### src/rtl/fp32_to_int32.sv
// fp32_to_int32: converts an IEEE-754 single to a signed 32-bit integer,
// truncating toward zero. In-range operands are aligned by a right shifter
// that moves at most 8 bit positions per cycle. Zero, sub-one and
// out-of-range operands are resolved directly on the accept edge.
//
// state | meaning
// ------+---------------------------------------------------------
// IDLE  | ready for an operand (o_ready=1)
// SHIFT | aligning the mantissa, up to 8 bit positions per cycle
// OUT   | result presented (o_valid=1) until i_ready
module fp32_to_int32 (
  input  logic        i_clk,
  input  logic        i_rst,
  input  logic        i_valid,
  output logic        o_ready,
  input  logic [31:0] i_data,
  output logic        o_valid,
  input  logic        i_ready,
  output logic [31:0] o_data,
  output logic        o_inexact,
  output logic        o_invalid
);

  typedef enum logic [1:0] {IDLE, SHIFT, OUT} state_t;

  state_t      state;
  state_t      state_nxt;

  logic [31:0] r;
  logic [4:0]  d;
  logic        sticky;
  logic        sgn;

  logic        in_s;
  logic [7:0]  in_e;
  logic [22:0] in_f;
  logic        in_nan;
  logic        in_shift;

  logic [31:0] special_data;
  logic        special_inexact;
  logic        special_invalid;

  logic [3:0]  k;
  logic [31:0] r_sh;
  logic        lost;
  logic        last;
  logic [4:0]  d_nxt;

  assign in_s     = i_data[31];
  assign in_e     = i_data[30:23];
  assign in_f     = i_data[22:0];
  assign in_nan   = (in_e == 8'hFF) && (in_f != 23'd0);
  assign in_shift = (in_e >= 8'd127) && (in_e <= 8'd157);

  // Shift step: at most 8 positions, and exactly the remaining distance on the last step.
  assign k     = (d > 5'd8) ? 4'd8 : d[3:0];
  assign r_sh  = r >> k;
  assign lost  = |(r & ~(32'hFFFF_FFFF << k));
  assign last  = (d <= 5'd8);
  assign d_nxt = d - {1'b0, k};

  // Results for operands that never enter SHIFT.
  always_comb begin
    special_data    = 32'd0;
    special_inexact = 1'b0;
    special_invalid = 1'b0;
    if (in_e == 8'd0) begin
      special_inexact = (in_f != 23'd0);
    end else if (in_e < 8'd127) begin
      special_inexact = 1'b1;
    end else if (i_data == 32'hCF00_0000) begin
      // exactly -2^31 is representable
      special_data = 32'h8000_0000;
    end else begin
      special_invalid = 1'b1;
      special_data    = (in_s && !in_nan) ? 32'h8000_0000 : 32'h7FFF_FFFF;
    end
  end

  // State register.
  always_ff @(posedge i_clk or posedge i_rst) begin
    if (i_rst) state <= IDLE;
    else       state <= state_nxt;
  end

  // Next-state logic.
  always_comb begin
    state_nxt = state;
    case (state)
      IDLE:    if (i_valid) state_nxt = in_shift ? SHIFT : OUT;
      SHIFT:   if (last)    state_nxt = OUT;
      OUT:     if (i_ready) state_nxt = IDLE;
      default: state_nxt = IDLE;
    endcase
  end

  // Handshake outputs decoded from state.
  always_comb begin
    o_ready = (state == IDLE);
    o_valid = (state == OUT);
  end

  // Datapath: operand capture, iterative alignment and result registers.
  always_ff @(posedge i_clk or posedge i_rst) begin
    if (i_rst) begin
      r         <= 32'd0;
      d         <= 5'd0;
      sticky    <= 1'b0;
      sgn       <= 1'b0;
      o_data    <= 32'd0;
      o_inexact <= 1'b0;
      o_invalid <= 1'b0;
    end else begin
      case (state)
        IDLE: begin
          if (i_valid) begin
            sgn    <= in_s;
            sticky <= 1'b0;
            if (in_shift) begin
              r <= {1'b1, in_f, 8'h00};
              // 158 - e, computed mod 32: 158 = 30 (mod 32) and the result is 1..31
              d <= 5'd30 - in_e[4:0];
            end else begin
              o_data    <= special_data;
              o_inexact <= special_inexact;
              o_invalid <= special_invalid;
            end
          end
        end
        SHIFT: begin
          r      <= r_sh;
          d      <= d_nxt;
          sticky <= sticky | lost;
          if (last) begin
            o_data    <= sgn ? (~r_sh + 32'd1) : r_sh;
            o_inexact <= sticky | lost;
            o_invalid <= 1'b0;
          end
        end
        default: ;
      endcase
    end
  end

endmodule
### config.mk
export PLATFORM = sky130hd
export DESIGN_NAME = fp32_to_int32
export DESIGN_NICKNAME = d
export VERILOG_FILES = /design/src/rtl/fp32_to_int32.sv
export SDC_FILE = /design/constraint.sdc
export NUM_CORES = 1
export LEC_CHECK = 0
export BUFFER_PORTS_ARGS = -buffer_cell sky130_fd_sc_hd__buf_2
export CAP_MARGIN = 30
export CORE_UTILIZATION = 64
export DETAILED_ROUTE_END_ITERATION = 12
export PLACE_DENSITY = 0.86
export SYNTH_ARGS = -nofsm -noshare
export SYNTH_HDL_FRONTEND = slang
export SYNTH_SLANG_ARGS = --single-unit
export TNS_END_PERCENT = 30
### constraint.sdc
create_clock -name i_clk -period 7.12 [get_ports i_clk]
set_clock_uncertainty 0.05 [all_clocks]
set_input_delay 0 -clock i_clk [delete_from_list [all_inputs] [get_ports i_clk]]
set_output_delay 0 -clock i_clk [all_outputs]
set_load 0.01 [all_outputs]
==> summary.md <==
| Metric | Value |
|---|---|
| Status | finished clean |
| Drt pass-1 iters | 6 |
| Startpoint Class | register |
| Yosys warning count | 0 |
| Crit Path Class | reg2reg |
| Fin crit period | 4.94 ns |
| Post-Syn Area | 6070 um^2 |
| Vias in the first global route | between 6000 and 7000 |
| Congestion Overflow GR | 0 |
| Most common flop cell mapped by yosys | dfrtp_1 |
| Synth async-reset ratio | 100% |
| Post-synthesis sequential area ratio | 30.9% |
| Worst-Skew Late Latency | 0.36 ns |
| GRT Total Usage | 41.7% |
| RSZ-0062 raised after global routing | no |
| Commonest cells in the netlist | 79 x nand2_1, 78 x nor2_1, 75 x dfrtp_1 |
| CTS Buf Count | 9 |
| Core Util, Final | 75.6% |
| Area Growth Syn to Fin | 14.5% |
| Routed length per instance | between 20 and 25 um |
| Initial antenna violation count | 0 |
| CP cell instances | or3_1 > mux4_2 > a222oi_1 > o2111ai_1 > or4_1 > nor4_4 > nand3b_2 > mux2_4 > o32a_1 |
| Slew Viols, Final | 0 |
| Max stage delay on crit path | 0.77 ns |
| Setup Total Neg Slack | 0 ns |
| Layout cells sized above 1 | about 17% |
| Largest buffer count on any clock path | 2 |
| CTS root buf | clkbuf_8 |
| Largest area contributor in the netlist | dfrtp_1 |
| Max_cap viols | 0 |
| PostCTS Resize Cnt | 0 |
| Seq pwr share | 27.2% |
| Pwr dens | between 500 and 600 nW/um^2 |
| Clk pin slew, worst setup/hold paths | 0.09 ns |
| DR iter-0 viols | 785 |
| CTS sink cnt | 75 |
| P_sw | roughly 1900 uW |
| P_int | 1700 uW |
| Initial Util | 66.1% |
| Via count | 6571 |
| FF+latch count, synth | 75 |
| Routed WL | 20100 um |
| Yosys cell types | 79 |
| Period utilization | a little over two thirds |
| Min-delay worst type | in2reg |
| Worst slew pin tran | 1.07 ns |
| Top-count cell post-synth | nand2_1 |
| Die ar. | 9890 um^2 |
| Leak | 0.00281 uW |
| CTS tree | yes |
| Slowest CP cell | dfrtp_1 |
| # setup viols final | 0 |
| Top cell type's share of synthesized area | 30.9% |
| Worst-case vdd ir drop | 0.225 mV |
| Cell row count | 35 |
| Chip Width | 99.4 um |
| H-tree depth | 3 |
| PortBufs | 71 |
| CP Capture Type | register |
| Clock group share of total power | 11.2% |
| Fmax achieved | between 200 and 250 MHz |
| Ant diodes | 0 |
| DRC | 0 |
| Crit-path max FO | 34 |
| Mapped Nets | 811 |
| Post-DP HPWL | 13300 um |
| Sw Ratio | 52.3% |
| Comb pwr share | about three fifths |
| Syn avg cell area | 7.91 um^2 |
| Post-synth EDFFs | 0 |
| CORE AREA | 9200 um^2 |
| Setup Buffers After CTS | 0 |
| Largest net degree at the start of global routing | 76 |
| Worst slew margin | about 29% |
| Endpoints failing hold | 0 |
| First-pass GRT wire length | approximately 32000 um |
| Die height | 99.4 um |
| Worst path arrival time | 5.14 ns |
| Vias/cell | 7.01 |
| Antenna Nets Post-Route | 0 |
| Io pins | 72 |
| Area contributors post-synth | dfrtp_1 31%, o21ai_0 6.1%, a21oi_1 5.9% |
| Gpl congestion | ~0.93 |
| Fin nets | 865 |
| Req. time, crit path | 7.31 ns |
| Cells after Synth | roughly 770 |
-- critical path, delay by kind of cell, from the launching register on --
kind / cells / cell delay, ns
mux: 2 / 0.79
simple gates: 4 / 1.96
compound gates: 3 / 1.26
flops: 1 / 0.77
-- metrics by stage --
stage	hold slack, ns	total power, uW	worst slack (ns)	instances	cell area [um^2]
finish	0.0672	3560	2.18	938	6950
CTS	0.0619	3480	2.20	937	6930
global route	0.118	3780	1.88	938	6950
detailed placement	0.211	3060	2.28	892	6400
global placement	0.204	3000	2.39	890	6390
floorplan	0.0668	2440	3.20	768	6070
-- final timing paths --
kind                       startpoint          to  slack (ns)  cells after the start
setup / recovery                 d[3]  o_data[19]        2.18                      9
hold / removal             i_data[27]        d[4]        0.07                      4
setup reg to reg                 d[3]  o_data[19]        2.18                      9
hold reg to reg            o_data[11]  o_data[11]        0.45                      1
max in group asynchronous       i_rst        d[1]        6.26                      5
min in group asynchronous       i_rst   o_data[7]        0.18                      4
-- per-layer routing --
metal / part of all wire (%) / vias to the layer above / GRT usage [%]
met2: 47 / 442 / 67.4
met1: 39 / 3085 / 53.2
met4: 5.3 / 0 / 25.2
li1: - / 2952 / -
met5: 0 / - / 0
met3: 9.4 / 92 / 6.11
-- kinds of logic (layout without fill, tap and decap cells) --
logic type	after synthesis	count (layout)	share of synthesized area, %
simple gates	278	278	23.2
compound gates	272	272	28.9
buf+inv	82	141	5.29
flops	75	75	30.9
mux	35	35	7.66
xor+xnor	18	18	2.60
fa+ha+maj	7	7	1.44
other cells	1	1	0.0617
-- flip-flops by register name, indices dropped and copies added (netlist names) --
register,flops
sticky,1
sgn,1
o_data,32
o_inexact,1
o_invalid,1
r,32
d,5
state,2
-- power groups by stage --
stage	clock, uW	sequential, uW	combinational [uW]
2_1_floorplan	0	815	1620
4_1_cts	398	947	2140
5_1_grt	415	995	2370
6_report	398	969	2190
3_5_place_dp	0	952	2110
3_3_place_gp	0	940	2060
-- cell usage in the layout (no fill, tap or decap), types with 6 or more instances in the layout --
| cell type | count |
|---|---|
| a211oi_1 | 11 |
| a21oi_1 | 72 |
| a22oi_1 | 7 |
| a31oi_1 | 7 |
| and2_1 | 8 |
| buf_2 | 73 |
| buf_4 | 10 |
| clkbuf_8 | 10 |
| dfrtp_1 | 74 |
| dlygate4sd3_1 | 29 |
| ha_1 | 7 |
| inv_1 | 10 |
| mux2_2 | 7 |
| mux2i_1 | 18 |
| mux4_2 | 8 |
| nand2_1 | 79 |
| nand2b_1 | 12 |
| nand3_1 | 11 |
| nor2_1 | 77 |
| nor2b_1 | 9 |
| nor3_1 | 13 |
| nor4_1 | 10 |
| nor4b_1 | 13 |
| o21a_1 | 7 |
| o21ai_0 | 74 |
| o22a_1 | 6 |
| o22ai_1 | 12 |
| or3_1 | 7 |
| xnor2_1 | 9 |
| xor2_1 | 9 |
-- timing repair --
item                       4_1_cts  5_1_grt
hold endpoints to repair       103        0
hold buffers                    29        0
setup endpoints to repair        0        0
-- final cells by class --
class                      count  area, um^2
multi-input combinational    611        3900
fill                         693        2240
sequential                    75        1880
timing repair buffer         113         758
tap                          111         139
clock buffer                  10         138
clock inverter                 6        96.3
inverter                      12        45.0
Power figures use the tool's default switching activity.
